**config.mk**
```make
export PLATFORM = sky130hd
export DESIGN_NAME = bcd_serial_sub
export DESIGN_NICKNAME = d
export VERILOG_FILES = /design/src/rtl/bcd_pkg.sv /design/src/rtl/bcd_digit_sub.sv /design/src/rtl/bcd_serial_sub.sv
export SDC_FILE = /design/constraint.sdc
export NUM_CORES = 1
export LEC_CHECK = 0
export ABC_AREA = 1
export BUFFER_PORTS_ARGS = -buffer_cell sky130_fd_sc_hd__buf_4
export CORE_MARGIN = 10
export CORE_UTILIZATION = 60
export DETAILED_ROUTE_END_ITERATION = 16
export PLACE_DENSITY = 0.85
export SYNTH_ARGS = -nofsm -noshare
export SYNTH_HDL_FRONTEND = slang
export SYNTH_SLANG_ARGS = --single-unit
```
**constraint.sdc**
```tcl
create_clock -name clk -period 9.6 [get_ports clk]
set_input_delay 2.88 -clock clk [delete_from_list [all_inputs] [get_ports clk]]
set_output_delay 2.88 -clock clk [all_outputs]
set_load 0.05 [all_outputs]
```
**src/rtl/bcd_pkg.sv**
```systemverilog
// Shared definitions for the serial BCD subtractor: FSM encoding, BCD limits
// and the digit-validity helper.
package bcd_pkg;

  localparam int DIGIT_W  = 4;
  localparam int BCD_MAX  = 9;
  localparam int BCD_BASE = 10;

  typedef enum logic [1:0] {
    IDLE = 2'd0,
    SUB  = 2'd1,
    NEG  = 2'd2,
    DONE = 2'd3
  } state_t;

  function automatic logic digit_invalid(input logic [DIGIT_W-1:0] dig);
    return dig > DIGIT_W'(BCD_MAX);
  endfunction

endpackage

```
**src/rtl/bcd_digit_sub.sv**
```systemverilog
// One BCD digit of x - y - bin with decimal borrow; purely combinational and
// shared between the subtract and ten's-complement passes.
module bcd_digit_sub
  import bcd_pkg::*;
(
  input  logic [DIGIT_W-1:0] x,
  input  logic [DIGIT_W-1:0] y,
  input  logic               bin,
  output logic [DIGIT_W-1:0] d,
  output logic               bout
);

  localparam logic [DIGIT_W:0] BASE = (DIGIT_W+1)'(BCD_BASE);

  logic [DIGIT_W:0] t;
  logic [DIGIT_W:0] t_fix;

  // Operand range keeps t within -10..9, so the top bit of the 5-bit
  // two's-complement difference is exactly the outgoing borrow.
  always_comb begin
    t     = {1'b0, x} - {1'b0, y} - {{DIGIT_W{1'b0}}, bin};
    bout  = t[DIGIT_W];
    t_fix = bout ? (t + BASE) : t;
    d     = t_fix[DIGIT_W-1:0];
  end

endmodule

```
**src/rtl/bcd_serial_sub.sv**
```systemverilog
// Digit-serial BCD subtractor returning |a-b| with a sign flag; a negative
// raw result is converted to magnitude by a second ten's-complement pass.
module bcd_serial_sub
  import bcd_pkg::*;
#(
  parameter int NDIG = 4
) (
  input  logic                    clk,
  input  logic                    rst,
  input  logic                    start,
  input  logic [DIGIT_W*NDIG-1:0] a,
  input  logic [DIGIT_W*NDIG-1:0] b,
  output logic                    busy,
  output logic                    done,
  output logic [DIGIT_W*NDIG-1:0] diff,
  output logic                    neg,
  output logic                    err
);

  localparam int W  = DIGIT_W * NDIG;
  localparam int IW = (NDIG > 1) ? $clog2(NDIG) : 1;
  localparam logic [IW-1:0] LAST_IDX = IW'(NDIG - 1);

  state_t         state_q, state_d;
  logic [W-1:0]   a_q, a_d;
  logic [W-1:0]   b_q, b_d;
  logic [W-1:0]   diff_q, diff_d;
  logic           neg_q, neg_d;
  logic           err_q, err_d;
  logic           borrow_q, borrow_d;
  logic [IW-1:0]  idx_q, idx_d;

  logic [NDIG-1:0]    digit_bad;
  logic               in_bad;
  logic               last_digit;
  logic [DIGIT_W-1:0] sub_x, sub_y, sub_d;
  logic               sub_bout;

  generate
    for (genvar gi = 0; gi < NDIG; gi++) begin : g_chk
      assign digit_bad[gi] = digit_invalid(a[gi*DIGIT_W +: DIGIT_W]) |
                             digit_invalid(b[gi*DIGIT_W +: DIGIT_W]);
    end
  endgenerate

  assign in_bad     = |digit_bad;
  assign last_digit = (idx_q == LAST_IDX);

  // NEG reuses the digit unit as 0 - diff_i - borrow.
  always_comb begin
    sub_x = '0;
    sub_y = '0;
    if (state_q == NEG) begin
      sub_x = '0;
      sub_y = diff_q[idx_q*DIGIT_W +: DIGIT_W];
    end else begin
      sub_x = a_q[idx_q*DIGIT_W +: DIGIT_W];
      sub_y = b_q[idx_q*DIGIT_W +: DIGIT_W];
    end
  end

  bcd_digit_sub u_digit (
    .x    (sub_x),
    .y    (sub_y),
    .bin  (borrow_q),
    .d    (sub_d),
    .bout (sub_bout)
  );

  always_ff @(posedge clk) begin
    if (rst) begin
      state_q  <= IDLE;
      a_q      <= '0;
      b_q      <= '0;
      diff_q   <= '0;
      neg_q    <= 1'b0;
      err_q    <= 1'b0;
      borrow_q <= 1'b0;
      idx_q    <= '0;
    end else begin
      state_q  <= state_d;
      a_q      <= a_d;
      b_q      <= b_d;
      diff_q   <= diff_d;
      neg_q    <= neg_d;
      err_q    <= err_d;
      borrow_q <= borrow_d;
      idx_q    <= idx_d;
    end
  end

  always_comb begin
    state_d = state_q;
    case (state_q)
      IDLE: if (start) state_d = in_bad ? DONE : SUB;
      SUB:  if (last_digit) state_d = sub_bout ? NEG : DONE;
      NEG:  if (last_digit) state_d = DONE;
      DONE: state_d = IDLE;
      default: state_d = IDLE;
    endcase
  end

  always_comb begin
    a_d      = a_q;
    b_d      = b_q;
    diff_d   = diff_q;
    neg_d    = neg_q;
    err_d    = err_q;
    borrow_d = borrow_q;
    idx_d    = idx_q;
    case (state_q)
      IDLE: begin
        if (start) begin
          a_d      = a;
          b_d      = b;
          diff_d   = '0;
          neg_d    = 1'b0;
          err_d    = in_bad;
          borrow_d = 1'b0;
          idx_d    = '0;
        end
      end
      SUB: begin
        diff_d[idx_q*DIGIT_W +: DIGIT_W] = sub_d;
        borrow_d = sub_bout;
        idx_d    = idx_q + 1'b1;
        if (last_digit) begin
          idx_d    = '0;
          borrow_d = 1'b0;
          neg_d    = sub_bout;
        end
      end
      NEG: begin
        diff_d[idx_q*DIGIT_W +: DIGIT_W] = sub_d;
        borrow_d = sub_bout;
        idx_d    = idx_q + 1'b1;
        if (last_digit) begin
          idx_d    = '0;
          borrow_d = 1'b0;
        end
      end
      default: ;
    endcase
  end

  always_comb begin
    busy = (state_q != IDLE);
    done = (state_q == DONE);
    diff = diff_q;
    neg  = neg_q;
    err  = err_q;
  end

endmodule

```
======== Yosys cells after proc, flatten, opt, wreduce, memory -nomap -nowiden ========
Cells that the tools add are included.
word-level totals
  bits of input ports ..................... 35
  output and inout port bits .............. 20
  logic and storage cells ................. 67
  bits in registers ....................... 55
cells by class
  $lt $le $gt $ge ......................... 8
  reductions and logical operators ........ 10
  eq/ne operators ......................... 7
  bitwise operators ....................... 4
  $add $sub $neg .......................... 5
  mux-type cells .......................... 20
  shift operators ......................... 5
operator list
  operator                                                count
  indexed part select 16 x 5 -> 4 bit                     3
  negator 4 -> 34 bit                                     1
  variable shift 4 x 34 -> 16 bit (first input constant)  1
  indexed part select 4 x 34 -> 16 bit                    1
  > comparator 4 bit (second input constant)              8
  case mux 16 bit (2 select lines)                        1
  bitwise mux 16 bit                                      1
  two-way mux 16 bit                                      1
  two-way mux 2 bit                                       6
  two-way mux 4 bit                                       3
  case mux 2 bit (4 select lines)                         1
  == test 2 bit (second input constant)                   3
  inequality test 2 bit (second input constant)           3
  AND reduction 3 bit                                     2
  nonzero test 2 bit                                      3
  subtractor 4 x 4 -> 5 bit                               1
  subtractor 5 x 1 -> 5 bit                               1
  adder 4 bit (second input constant)                     1
  two-way mux 1 bit                                       4
  OR 1 bit                                                4
  case mux 1 bit (2 select lines)                         2
  case mux 2 bit (2 select lines)                         1
  AND reduction 2 bit                                     2
  OR reduction 4 bit                                      1
  4 further kinds                                         4

======== Longest topological paths before layout ========
Gate-level depths: netlist of run 1.
  depth in word-level cells ............... 9
  depth in mapped cells ................... 25
  depth with buffers taken out ............ 22

======== Cells and area by module ========
A second synthesis of run 1 with hierarchy kept.
unflattened totals
  cell total of the unflattened synthesis .. 462
  area total of the unflattened synthesis .. 3085.5 µm²
modules (own cells, without submodules)
  module          cells each  area an instance (µm²)  instances
  bcd_serial_sub  408         2727.6                  1
  bcd_digit_sub   54          357.8                   1

======== Worst setup path after synthesis of run 1 ========
Ideal clock, no wire load.
  path kind ............................... register -> output
  start ................................... reg state_q[0]
  end ..................................... out busy
  arrival ................................. 1063 ps
  path slack .............................. 5657 ps
  path buffers ............................ 0
  stages on the path, launching flop included .. 4
  cells stage by stage .................... dfxtp_1 -> inv_1 -> ha_1 -> inv_1
on the way
  word-level cells in the longest chain between the ends .. 1
ends and longest elaborated chain
  what                      line                   RTL
  start: declaration        bcd_serial_sub.sv:24   state_t state_q, state_d;
  start signal: assignment  bcd_serial_sub.sv:81   state_q <= state_d;
  nonzero test 2 bit        bcd_serial_sub.sv:147  busy = (state_q != IDLE);
  end: declaration          bcd_serial_sub.sv:13   output logic busy,
No other way between the ends.

======== Worst setup path after layout of run 1 ========
Same ends and word-level chain as after synthesis.

==> results.md, run 1 <==
- The power share of the clock group is 0.108.
- Input and output buffers added on the ports amount to 54.
- After floorplanning, the core was sized to cover 4720 µm².
- The compound-gate portion of the synthesized area is 0.183.
- The total setup buffers inserted after CTS is 0.
- The die extent in x is 89.9 µm.
- For this run, the total global-route usage over all layers was measured as 0.186.
- The max capacitance violation total is 0.
- For this run the aggregate overflow at the end of global routing stands at 0.
- The average via count per standard cell is 5.58.
- The post-synthesis cell area is 2930 µm².
- The first global-routing pass estimated 13100 µm of wire.
- The number of distinct library cells after synthesis is 29.
- From bottom edge to top edge, the die measures 89.9 µm.
- After detailed routing, the number of remaining DRC violations is 0.
- Of the total synthesized cell area, the portion taken by full adders, half adders and majority gates is 0.0735.
- In this run the worst path has a maximum fanout of 6.
- The hold path depth is 2.
- The number of antenna diodes is 0.
- In this run, synthesis produced a sequential element count of between 50 and 60.
- The internal portion of the total power is 554 µW.
- Once detail routing completed, the nets flagged for antenna violations numbered 0.
- The element type at the critical path start is a flop.
- The site row count is 25.
- The final routed wirelength across all metal layers is 7610 µm.
- The hold-critical path endpoint is a_q[0].
- The count of nets after finishing is about 520.
- The average cell area after synthesis is 6.91 µm².
- With fillers left out, the area of the finished cells amounts to 3410 µm².
- The share of the yosys chip area belonging to registers is 0.376.
- The flow ran to the end, and the final reports show no timing, DRC or antenna violations.
- STA classifies the critical path endpoint as an output port.
- The total number of yosys warnings is 0.
- Buffers inserted during clock tree synthesis total 5.
- Post-CTS repair changed the size of 0 cells.
- Of the total synthesized cell area, the portion taken by AND, OR, NAND and NOR gates is 0.290.
- Clock tree synthesis found a total of between 50 and 60 sinks.
- The number of hold violations in the final report is 0.
- The count of pins over their slew limit is 0.
- Yosys attributes the largest share of cell area to sky130_fd_sc_hd__dfxtp_1 38%, sky130_fd_sc_hd__nand2_1 19%, sky130_fd_sc_hd__a21oi_1 9.6%.
- The total area of sequential cells is 1100 µm².
- Setup repair after global routing left no endpoint under its margin.
- Measured against its own limit, the worst slew margin works out to 0.443.
- Timing would allow up to 233 MHz.
- The later pin in the worst-skew pair is clocked with a latency of 0.31 ns.
- Of the cells placed in the final design, the portion with a size suffix greater than 1 is 0.151.
- For the worst flop-to-flop path, the logic depth is 21.
- By startpoint and endpoint, the worst setup path is classified as reg -> out.
- The worst path in the final design needs a cycle of approximately 4.3 ns, including I/O delays and setup.
- The library cell with the highest instance count after synthesis is sky130_fd_sc_hd__nand2_1.
- For the worst setup path, the data required time is 6.72 ns.
- For the final database, setup skew stands at 0.00647 ns.
- The TritonCTS clock tree is yes.
- The DRC violation total after the first TritonRoute iteration is 269.
- Setup total negative slack on the finished layout was measured at 0 ns.
- The initial antenna violation count is 0.
- Summing all multi-input logic gate instances after layout gives 1610 µm².
- The cell area after placement is around 3300 µm².
- The H-tree level count is 2.
- The layout-stage area growth over the synthesis result is 16.6%.
- The die area is 8080 µm².
- The flip-flop cell with the highest count after synthesis is sky130_fd_sc_hd__dfxtp_1.
- The pin slew with the least headroom to its limit is 0.835 ns.
- The number of global-route vias before repair is ~2800.
- The root buffer cell is sky130_fd_sc_hd__clkbuf_8.
- Of the total power, the share spent switching nets is 0.522.
- The worst reg-to-reg setup slack is 5.58 ns.
- The net count of the mapped netlist is 475.
- During I/O placement, the number of pins put on the boundary was 55.
- Buffers inserted to repair hold after CTS numbered 0.
- Yosys mapped a number of flops with a built-in enable equal to 0.
- Counting the fill cells in the layout gives 429.
- The total power density per cell area is ~340 nW/µm².
- Clock-pin slew was measured on the worst setup and hold paths at 0.09 ns.
- Setup violations remaining at the end of the flow were counted as 0.
- The worst-case clock buffer depth is 2.
- The minimum hold slack is about 0.47 ns.
- The xor and xnor fraction of the mapped netlist area is 0.00299.
- The data arrival time of the worst path is 1.40 ns.
- The worst register-to-register path ends at diff[14].
- The relative contribution of sequential cells to total power is 0.264.
- The share of total power dissipated in combinational logic is 0.628.
- The last weighted congestion value of the routability-driven placer is 0.888.
- The min-delay analysis places its worst path in the category reg -> reg.
- The dominant combinational cell family by area after synthesis is simple AND/OR/NAND/NOR gates.
- The static leakage is 0.00147 µW.
- After detailed routing, the average wire length per cell comes to 14.3 µm.
- In this run the most critical hold path is launched from a_q[0].
- The commonest cells after synthesis are 146 x sky130_fd_sc_hd__nand2_1, 56 x sky130_fd_sc_hd__a21oi_1, 55 x sky130_fd_sc_hd__dfxtp_1.
- The fraction of synthesized cell area taken by the top area cell type is 0.376.
- VDD sags by at most 0.187 mV.
- The worst register-to-register path begins at state_q[0].
- The via count of the routed design is 2967.
- After legalization and detailed placement, the total HPWL measured 5690 µm.
- For this design the total switching power over the nets is 606 µW.
- After synthesis, the share of cell area in mux cells is 0.
- The pin count of the biggest net entering global routing is 56.
- Synthesis handed over a netlist of approximately 420 instances.
- For this run, asynchronously set or reset flops after synthesis account for 0.
- The first detailed-routing pass took 5 iterations.
- The library cell with the largest summed area after synthesis is sky130_fd_sc_hd__dfxtp_1.
- The share of the clock period used by the worst path is 0.446.
- For this configuration, the core starts out at a cell density of 0.620.
## worst max-delay path by stage
stage,end,slack (ns),startpoint,depth (start not counted)
2_1_floorplan,busy,5.66,state_q[0],3
3_3_place_gp,err,5.24,start,8
3_5_place_dp,err,5.19,start,8
4_1_cts,busy,5.31,state_q[0],4
5_1_grt,diff[6],5.19,state_q[0],21
6_report,busy,5.32,state_q[0],4
## critical path: stages (launching register included)
cell and delay [ns]:
sky130_fd_sc_hd__dfxtp_1 0.43, sky130_fd_sc_hd__inv_1 0.11, sky130_fd_sc_hd__ha_1 0.28, sky130_fd_sc_hd__inv_1 0.09, sky130_fd_sc_hd__buf_4 0.19
## power groups by stage
stage                     clock network [µW]  logic [µW]  registers (µW)
after floorplan                            0         555             318
after global placement                     0         698             310
after detailed placement                   0         714             312
after CTS                                127         720             306
after global routing                     134         825             313
final                                    125         728             307
## final cells by class
| cell class | instances | area share |
|---|---|---|
| Clock buffer | 6 | 0.0213 |
| Clock inverter | 2 | 0.00366 |
| Multi-Input combinational cell | 315 | 0.472 |
| Timing Repair Buffer | 55 | 0.121 |
| Tap cell | 67 | 0.0246 |
| Sequential cell | 55 | 0.322 |
| Inverter | 32 | 0.0352 |
## cell families after synthesis
kind of cell / count (synthesis)
xor gates and xnor gates: 1
adders and majority gates: 16
and+or+nand+nor: 204
DFF: 55
buffers and inverters: 54
AOI/OAI and AO/OA: 94
## metrics by stage
step | cells | setup WS, ns | power (µW) | utilization
finish | 532 | 5.32 | 1160 | 0.723
global placement | 524 | 5.24 | 1010 | 0.705
CTS | 532 | 5.31 | 1150 | 0.723
detailed placement | 524 | 5.19 | 1030 | 0.705
floorplan | 424 | 5.66 | 874 | -
global route | 532 | 5.19 | 1270 | 0.723
## sequential cells by signal, indices dropped and copies added, names as in the netlist
name and count:
a_q 16, b_q 16, borrow_q 1, diff 16, err 1, idx_q 2, neg 1, state_q 2
## layout by cell type, fill, tap and decap left out, types with 2 or more instances in the layout
cell type	count
sky130_fd_sc_hd__a211oi_1	6
sky130_fd_sc_hd__a21oi_1	56
sky130_fd_sc_hd__a32o_1	3
sky130_fd_sc_hd__buf_4	55
sky130_fd_sc_hd__clkbuf_8	5
sky130_fd_sc_hd__dfxtp_1	55
sky130_fd_sc_hd__fa_1	2
sky130_fd_sc_hd__ha_1	14
sky130_fd_sc_hd__inv_1	29
sky130_fd_sc_hd__inv_2	3
sky130_fd_sc_hd__nand2_1	146
sky130_fd_sc_hd__nand3_1	26
sky130_fd_sc_hd__nand4_1	5
sky130_fd_sc_hd__nor2_1	22
sky130_fd_sc_hd__nor3_1	2
sky130_fd_sc_hd__nor4_4	2
sky130_fd_sc_hd__o21ai_0	18
sky130_fd_sc_hd__o21ai_2	2
sky130_fd_sc_hd__o22ai_1	3
## layer usage
layer,track usage,part of all wire
met4,0.0597,0.020
met2,0.301,0.47
met3,0.0374,0.074
met1,0.242,0.44
met5,0,0
No activity file was read; power rests on OpenSTA's default activity.
==> inputs of run 2 (changes only) <==
--- a/config.mk
+++ b/config.mk
@@ -8,9 +8,9 @@
 export ABC_AREA = 1
 export BUFFER_PORTS_ARGS = -buffer_cell sky130_fd_sc_hd__buf_4
 export CORE_MARGIN = 10
-export CORE_UTILIZATION = 60
+export CORE_UTILIZATION = 55
 export DETAILED_ROUTE_END_ITERATION = 16
-export PLACE_DENSITY = 0.85
+export PLACE_DENSITY = 0.79
 export SYNTH_ARGS = -nofsm -noshare
 export SYNTH_HDL_FRONTEND = slang
 export SYNTH_SLANG_ARGS = --single-unit
==> constraint.sdc (replaced) <==
create_clock -name clk -period 4.4 [get_ports clk]
set_input_delay 1.32 -clock clk [delete_from_list [all_inputs] [get_ports clk]]
set_output_delay 1.32 -clock clk [all_outputs]
set_load 0.05 [all_outputs]
==> results.md, run 2 (synthesized netlist as in run 1, its figures left out) <==
- The run finished with clean final reports.
- Summed over all cells, the static leakage comes to 0.00148 µW.
- For this configuration, the core starts out at a cell density of 0.570.
- STA classifies the critical path startpoint as a flop.
- Max-cap violations in this run came to 0.
- The launch point of the worst reg-to-reg path is state_q[0].
- The critical path in this run is classified as reg -> reg.
- The die height is roughly 93 µm.
- The site row count is 26.
- At the end of the flow the core is filled with cells to 0.667.
- The count of hold buffers inserted by post-cts repair is 0.
- The post-route clock skew is between 0.008 and 0.009 ns.
- The cell count of the worst reg-to-reg path is 17.
- During placement, the flow inserted port buffers numbering 54.
- The number of buffers inserted during clock tree synthesis is 5.
- The path class of the tightest hold or removal check is reg -> reg.
- The number of hold violations in the final report came to 0.
- For the pin with the worst max-slew slack, the measured transition is 0.800 ns.
- The data required time of the worst path is 4.65 ns.
- The leading cell type in the layout, fill and taps excluded is sky130_fd_sc_hd__nand2_1.
- Relative to the synthesized area, the layout overhead comes to 17.0%.
- In the final routed layout, each cell accounts on average for 14.2 µm.
- The biggest fanout along the worst timing path is 21.
- Setup repair after global routing left no endpoint under its margin.
- The most critical setup path has its startpoint at state_q[0].
- Of the cells placed in the final design, the portion with a size suffix greater than 1 is 0.155.
- The total area of sequential cells is 1100 µm².
- The clock drives 55 sinks.
- In this run the count of I/O pins placed on the die edge is 55.
- Buffers added to address setup during post-CTS repair amount to 0.
- The number of global-route vias before repair was 2746.
- The routed design has 7600 µm of wire.
- In the final timing run, aggregate negative setup slack is 0 ns.
- The final-layout fill cell count is 482.
- The total overflow left after global routing is 0.
- The data arrival time of the worst path is between 4 and 5 ns.
- The post-route minimum period is between 3 and 4 ns.
- Summed over all nets, the half-perimeter wirelength after detailed placement is 5790 µm.
- The count of pins over their slew limit came to 0.
- The first-pass detailed-route iteration total is 5.
- The cell area after placement is between 3000 and 4000 µm².
- The root buffer cell is sky130_fd_sc_hd__clkbuf_8.
- At the end of routability-driven placement, the weighted congestion stood at 0.958.
- The maximum resistive drop on vdd is 0.388 mV.
- The number of antenna diodes is 0.
- The endpoint of the worst register-to-register path is diff[15].
- The worst reg-to-reg setup slack is roughly 0.54 ns.
- For this run, the top clock speed supported by timing is roughly 260 MHz.
- The initial antenna violation count is 0.
- The TritonCTS clock tree is yes.
- The via count of the routed design is around 2900.
- The count of nets after finishing is 516.
- For this run, the total global-route usage over all layers was measured as 0.177.
- Measured along the x axis, the die boundary spans 93.0 µm.
- The detail route stage leaves a number of antenna-violating nets equal to 0.
- STA classifies the critical path endpoint as a flop.
- In this run the most critical hold path is launched from a_q[6].
- The relative slew slack is 0.466.
- The H-tree level count is 2.
- The first global-routing pass estimated approximately 13000 µm of wire.
- The worst-case clock buffer depth is 2.
- The die area is 8640 µm².
- The finished cells cover about 3400 µm².
- The post-cts resize count is 0.
- Clock-pin slew was measured on the worst setup and hold paths at 0.10 ns.
- The area inside the core boundary is 5140 µm².
- After detailed placement, the design holds a cell count of 528.
- Leaving out filler cells and counting taps, the final layout contains 536.
- The pin count of the biggest net entering global routing is 56.
- The area taken by multi-input logic gates is between 1500 and 2000 µm².
- Clock latency on the worst-skew pair, taken at its later pin, is 0.32 ns.
- The average via count per standard cell is 5.48.
- The DRC violation total after the first TritonRoute iteration is 185.
- For this design the ratio of total power to cell area is roughly 750 nW/µm².
- Leaving out fill and tap cells, the most frequent cells in the layout are 146 x sky130_fd_sc_hd__nand2_1, 56 x sky130_fd_sc_hd__a21oi_1, 56 x sky130_fd_sc_hd__buf_4.
- Setup violations remaining at the end of the flow were counted as 0.
- The share of the clock period used by the worst path is 0.877.
- The minimum hold slack is between 0.4 and 0.5 ns.
- The end point of the critical path is diff[15].
- For this run, design rule violations remaining after detail routing come to 0.
-- run 2: final cells by class --
class                   count  share of cell area
repair buffers             56               0.123
multi-input cells         315               0.470
inverters                  32              0.0350
well taps                  70              0.0255
flip-flops and latches     55               0.321
clock inverters             3             0.00547
clock buffers               5              0.0201
-- run 2: stage by stage --
| step | setup slack (ns) | power, µW |
|---|---|---|
| finish | 0.541 | 2560 |
| global route | 0.149 | 2800 |
| CTS | 0.577 | 2550 |
| detailed placement | 0.592 | 2270 |
| global placement | 0.734 | 2210 |
| floorplan | 1.20 | 1910 |
-- run 2: worst min-delay path by stage --
stage,end,slack (ns),depth (start not counted)
after floorplan,a_q[13],0.44,2
after global placement,a_q[6],0.45,2
after global routing,b_q[11],0.49,2
after CTS,a_q[6],0.47,2
final,a_q[6],0.47,2
after detailed placement,a_q[6],0.46,2
-- run 2: worst max-delay path: stages (launching register included) --
cell and delay [ns]:
sky130_fd_sc_hd__dfxtp_1 0.37, sky130_fd_sc_hd__inv_1 0.12, sky130_fd_sc_hd__ha_1 0.50, sky130_fd_sc_hd__inv_1 0.43, sky130_fd_sc_hd__nand2_1 0.17, sky130_fd_sc_hd__nand3_1 0.09
sky130_fd_sc_hd__a32o_1 0.30, sky130_fd_sc_hd__fa_1 0.38, sky130_fd_sc_hd__inv_1 0.10, sky130_fd_sc_hd__fa_1 0.46, sky130_fd_sc_hd__ha_1 0.21, sky130_fd_sc_hd__inv_1 0.07
sky130_fd_sc_hd__nand3_1 0.07, sky130_fd_sc_hd__nand2_1 0.08, sky130_fd_sc_hd__nand3_1 0.08, sky130_fd_sc_hd__nand2_1 0.14, sky130_fd_sc_hd__nand4_1 0.10, sky130_fd_sc_hd__a21oi_1 0.13
-- run 2: per-layer routing --
layer,vias up,wire length [µm],GRT usage
met5,-,0,0
li1,1468,-,-
met2,124,3550,0.294
met3,11,622,0.0416
met4,0,110,0.0527
met1,1336,3310,0.222
-- run 2: power by group --
group	internal, µW	leakage, µW	switching (µW)
clock network	112	0.0000483	167
logic	522	0.000985	1110
registers	586	0.000449	63.3
==> inputs of run 3 (changes only) <==
--- a/config.mk
+++ b/config.mk
@@ -5,7 +5,6 @@
 export SDC_FILE = /design/constraint.sdc
 export NUM_CORES = 1
 export LEC_CHECK = 0
-export ABC_AREA = 1
 export BUFFER_PORTS_ARGS = -buffer_cell sky130_fd_sc_hd__buf_4
 export CORE_MARGIN = 10
 export CORE_UTILIZATION = 55
==> results.md, run 3 <==
- The area inside the core boundary is between 5000 and 6000 µm².
- The pin slew with the least headroom to its limit is roughly 1.0 ns.
- The type of the setup path with the least slack is reg -> reg.
- The share of the Yosys chip area taken by registers is 0.389.
- The relative contribution of sequential cells to total power is 0.311.
- The average cell area after synthesis is around 9 µm².
- IR analysis of the VDD net gives a maximum drop of 0.291 mV.
- The post-route clock skew is 0.00840 ns.
- The combinational share of power is 0.554.
- For the worst setup path, the data arrival time is 3.79 ns.
- Data on the critical path is required at its endpoint by 4.59 ns.
- The count of pins over their slew limit is 0.
- The count of nets after finishing is 419.
- The routed length per placed instance is 16.1 µm.
- The remaining global-route overflow is 0.
- The total number of yosys warnings is 0.
- The first global-routing pass estimated 12000 µm of wire.
- For this design the top-level I/O count stands at 55.
- The initial antenna violation count is 0.
- The most used flip-flop cell after synthesis is sky130_fd_sc_hd__dfxtp_1.
- The HPWL after detailed placement is 5410 µm.
- The setup slack of the critical path after layout is 0.800 ns.
- Cell internal power was estimated by the tool at 1160 µW.
- The via count of the routed design is 2401.
- Summing all flip-flop and latch instances after layout gives approximately 1100 µm².
- In the synthesized netlist the async set-or-reset flop fraction comes to 0.
- The post-route minimum period is between 3 and 4 ns.
- The non-filler instance count after layout is 439.
- For this block, the initial DRC count from the detailed router was 160.
- CTS saw 55 sinks.
- Fill cells in the final layout number 437.
- TritonCTS created 5 clock buffers.
- The flow ran to the end, and the final reports show no timing, DRC or antenna violations.
- Sorting the synthesized cells by area gives the leading types as sky130_fd_sc_hd__dfxtp_1 39%, sky130_fd_sc_hd__nand2_1 11%, sky130_fd_sc_hd__a21oi_1 8.0%.
- The highest routing layer actually used is met4.
- The layout-stage area growth over the synthesis result is 18.3%.
- The initial core utilization is 0.561.
- In this run the power spent charging and discharging nets is 960 µW.
- By count the netlist is led by 81 x sky130_fd_sc_hd__nand2_1, 55 x sky130_fd_sc_hd__dfxtp_1, 45 x sky130_fd_sc_hd__a21oi_1.
- The synthesized instance count is about 320.
- The number of setup violations in the final report is 0.
- The layout cell share with drive strength beyond 1 is 0.198.
- In this run the cell area of the synthesized design comes to 2830 µm².
- The tool flagged a number of max-cap violations equal to 0.
- Leaving out fill and tap cells, the most frequent cell in the layout is sky130_fd_sc_hd__nand2_1.
- After clock tree synthesis, the clock-pin slew on the worst setup and hold paths is 0.10 ns.
- The final routed wirelength across all metal layers is 7080 µm.
- After detailed routing, the number of vias per cell comes to 5.47.
- In this run the post-CTS setup repair buffer count came out at 0.
- Measured on the finished design, the core utilization comes to 0.664.
- In this run, synthesis inferred 0 flip-flops with an integrated enable.
- The die area is 8420 µm².
- The root buffer cell is sky130_fd_sc_hd__clkbuf_8.
- sky130_fd_sc_hd__dfxtp_1 takes more of the synthesized area than any other cell.
- The worst setup path is captured at a flop.
- In this run, placement finished with an instance count of 431.
- Summed over all cells, the static leakage comes to approximately 0.0014 µW.
- The upper clock frequency limit is 278 MHz.
- The minimum hold slack is approximately 0.45 ns.
- The top cell types in the final layout, fill and taps aside, are 81 x sky130_fd_sc_hd__nand2_1, 56 x sky130_fd_sc_hd__buf_4, 55 x sky130_fd_sc_hd__dfxtp_1.
- The number of global-route vias before repair came to approximately 2500.
- The met2 routed wirelength is 3300 µm.
- The last weighted congestion value of the routability-driven placer is 0.850.
- After clock tree synthesis, the flow added hold-fix buffers numbering 0.
- The synthesized netlist contains 45 unique library cells.
- Of the available clock period, the critical path in the final layout requires 0.818.
- The share of synthesized area in the top cell type comes to 0.389.
- In this run, post-CTS repair resized a total of 0 instances.
- Of the total power, the share spent switching nets is 0.452.
- The floorplan has 26 rows.
- In this run the vertical extent of the chip is 91.7 µm.
- The met1 layer wirelength in the final routing is 3190 µm.
- The H-tree level count is 2.
- The tightest min-delay check is of the reg -> reg type.
- 0 antenna diodes ended up in the layout.
- The worst pin sits at a relative slew slack of 0.325.
- The latest clock arrival within the worst-skew pair is 0.31 ns.
- The number of buffers added on ports is 54.
- Prior to clock tree synthesis, the placed netlist has a worst setup slack of 0.844 ns.
- Summed over all nets, wire length on met3 after detailed routing comes to roughly 440 µm.
- The total power density per cell area is 634 nW/µm².
- The element type at the critical path start is a flop.
- The most common cell in the synthesized netlist is sky130_fd_sc_hd__nand2_1.
- The first-pass detailed-route iteration total is 4.
- Setup repair after global routing left no endpoint under its margin.
- Measured along the x axis, the die boundary spans 91.7 µm.
- No sink is reached through more buffers than the 2 on the longest clock path.
- The number of hold violations in the final report is 0.
- The biggest fanout along the worst timing path is 14.
- In the routed design, unresolved DRC markers number 0.
- TritonCTS built the clock tree.
- The multi-input combinational cells in the finished layout cover a total of 1600 µm².
- For this run, the total global-route usage over all layers was measured as 0.171.
- Of the total power, the clock network draws 0.135.
- The net count of the mapped netlist is 373.
- Adding up every negative setup slack in the final design gives 0 ns.
- The remaining number of nets flagged by the antenna check after routing is 0.
- The pin count of the biggest net entering global routing is 50.
- The number of synthesized register bits is 55.
-- run 3: changes by cell type after synthesis, sizes merged, moves of 9 or more --
| cell | before | now |
|---|---|---|
| nand2 | 146 | 82 |
| nand3 | 26 | 2 |
| inv | 32 | 15 |
| mux4 | 0 | 12 |
| nor2 | 22 | 11 |
| a21oi | 56 | 46 |
| o2bb2ai | 0 | 9 |
-- run 3: power groups by stage --
stage | Sequential, µW | Combinational, µW | Clock [µW]
after CTS | 660 | 1170 | 284
after global routing | 670 | 1310 | 302
final | 660 | 1180 | 286
after floorplan | 680 | 903 | 0
after detailed placement | 672 | 1160 | 0
after global placement | 667 | 1140 | 0
-- run 3: metal layers --
metal	up-vias	global-route usage
li1	1212	-
met1	1098	0.215
met2	78	0.275
met3	13	0.0424
met4	0	0.0707
met5	-	0
-- run 3: area by class of cell --
class	instances	area share
multi-input cells	235	0.477
repair buffers	56	0.126
clock buffers	7	0.0228
clock inverters	1	0.00262
flip-flops and latches	55	0.329
well taps	70	0.0262
inverters	15	0.0168
-- run 3: metrics by stage --
| step | cell area [µm²] | power (µW) |
|---|---|---|
| 5_1_grt | 3350 | 2290 |
| 3_5_place_dp | 3260 | 1830 |
| 3_3_place_gp | 3260 | 1800 |
| 4_1_cts | 3350 | 2120 |
| 2_1_floorplan | 2830 | 1580 |
| 6_report | 3350 | 2120 |
-- run 3: logic make-up after synthesis --
group / synth area share
adder cells (fa/ha/maj): 0.0760
AND/OR/NAND/NOR: 0.188
AO/OA/AOI/OAI: 0.165
XOR/XNOR: 0.0212
multiplexers: 0.113
buffers and inverters: 0.0469
flip-flops: 0.389
-- run 3: path summary, 6_finish.rpt --
kind	depth (start not counted)	startpoint	end	slack (ns)
min	2	b_q[11]	b_q[11]	0.45
min reg2reg	2	b_q[11]	b_q[11]	0.45
max	13	state_q[0]	diff[6]	0.80
max reg2reg	13	state_q[0]	diff[6]	0.80
-- run 3: critical path: stages, from the launching register on --
cell                       delay, ns
sky130_fd_sc_hd__dfxtp_1        0.35
sky130_fd_sc_hd__inv_1          0.15
sky130_fd_sc_hd__ha_1           0.48
sky130_fd_sc_hd__mux4_2         0.38
sky130_fd_sc_hd__nand2_1        0.08
sky130_fd_sc_hd__nand2_1        0.07
sky130_fd_sc_hd__fa_1           0.39
sky130_fd_sc_hd__inv_1          0.11
sky130_fd_sc_hd__fa_1           0.24
sky130_fd_sc_hd__nand2b_1       0.13
sky130_fd_sc_hd__a21oi_1        0.08
sky130_fd_sc_hd__xnor2_1        0.46
sky130_fd_sc_hd__mux2i_1        0.42
sky130_fd_sc_hd__o21ai_0        0.15
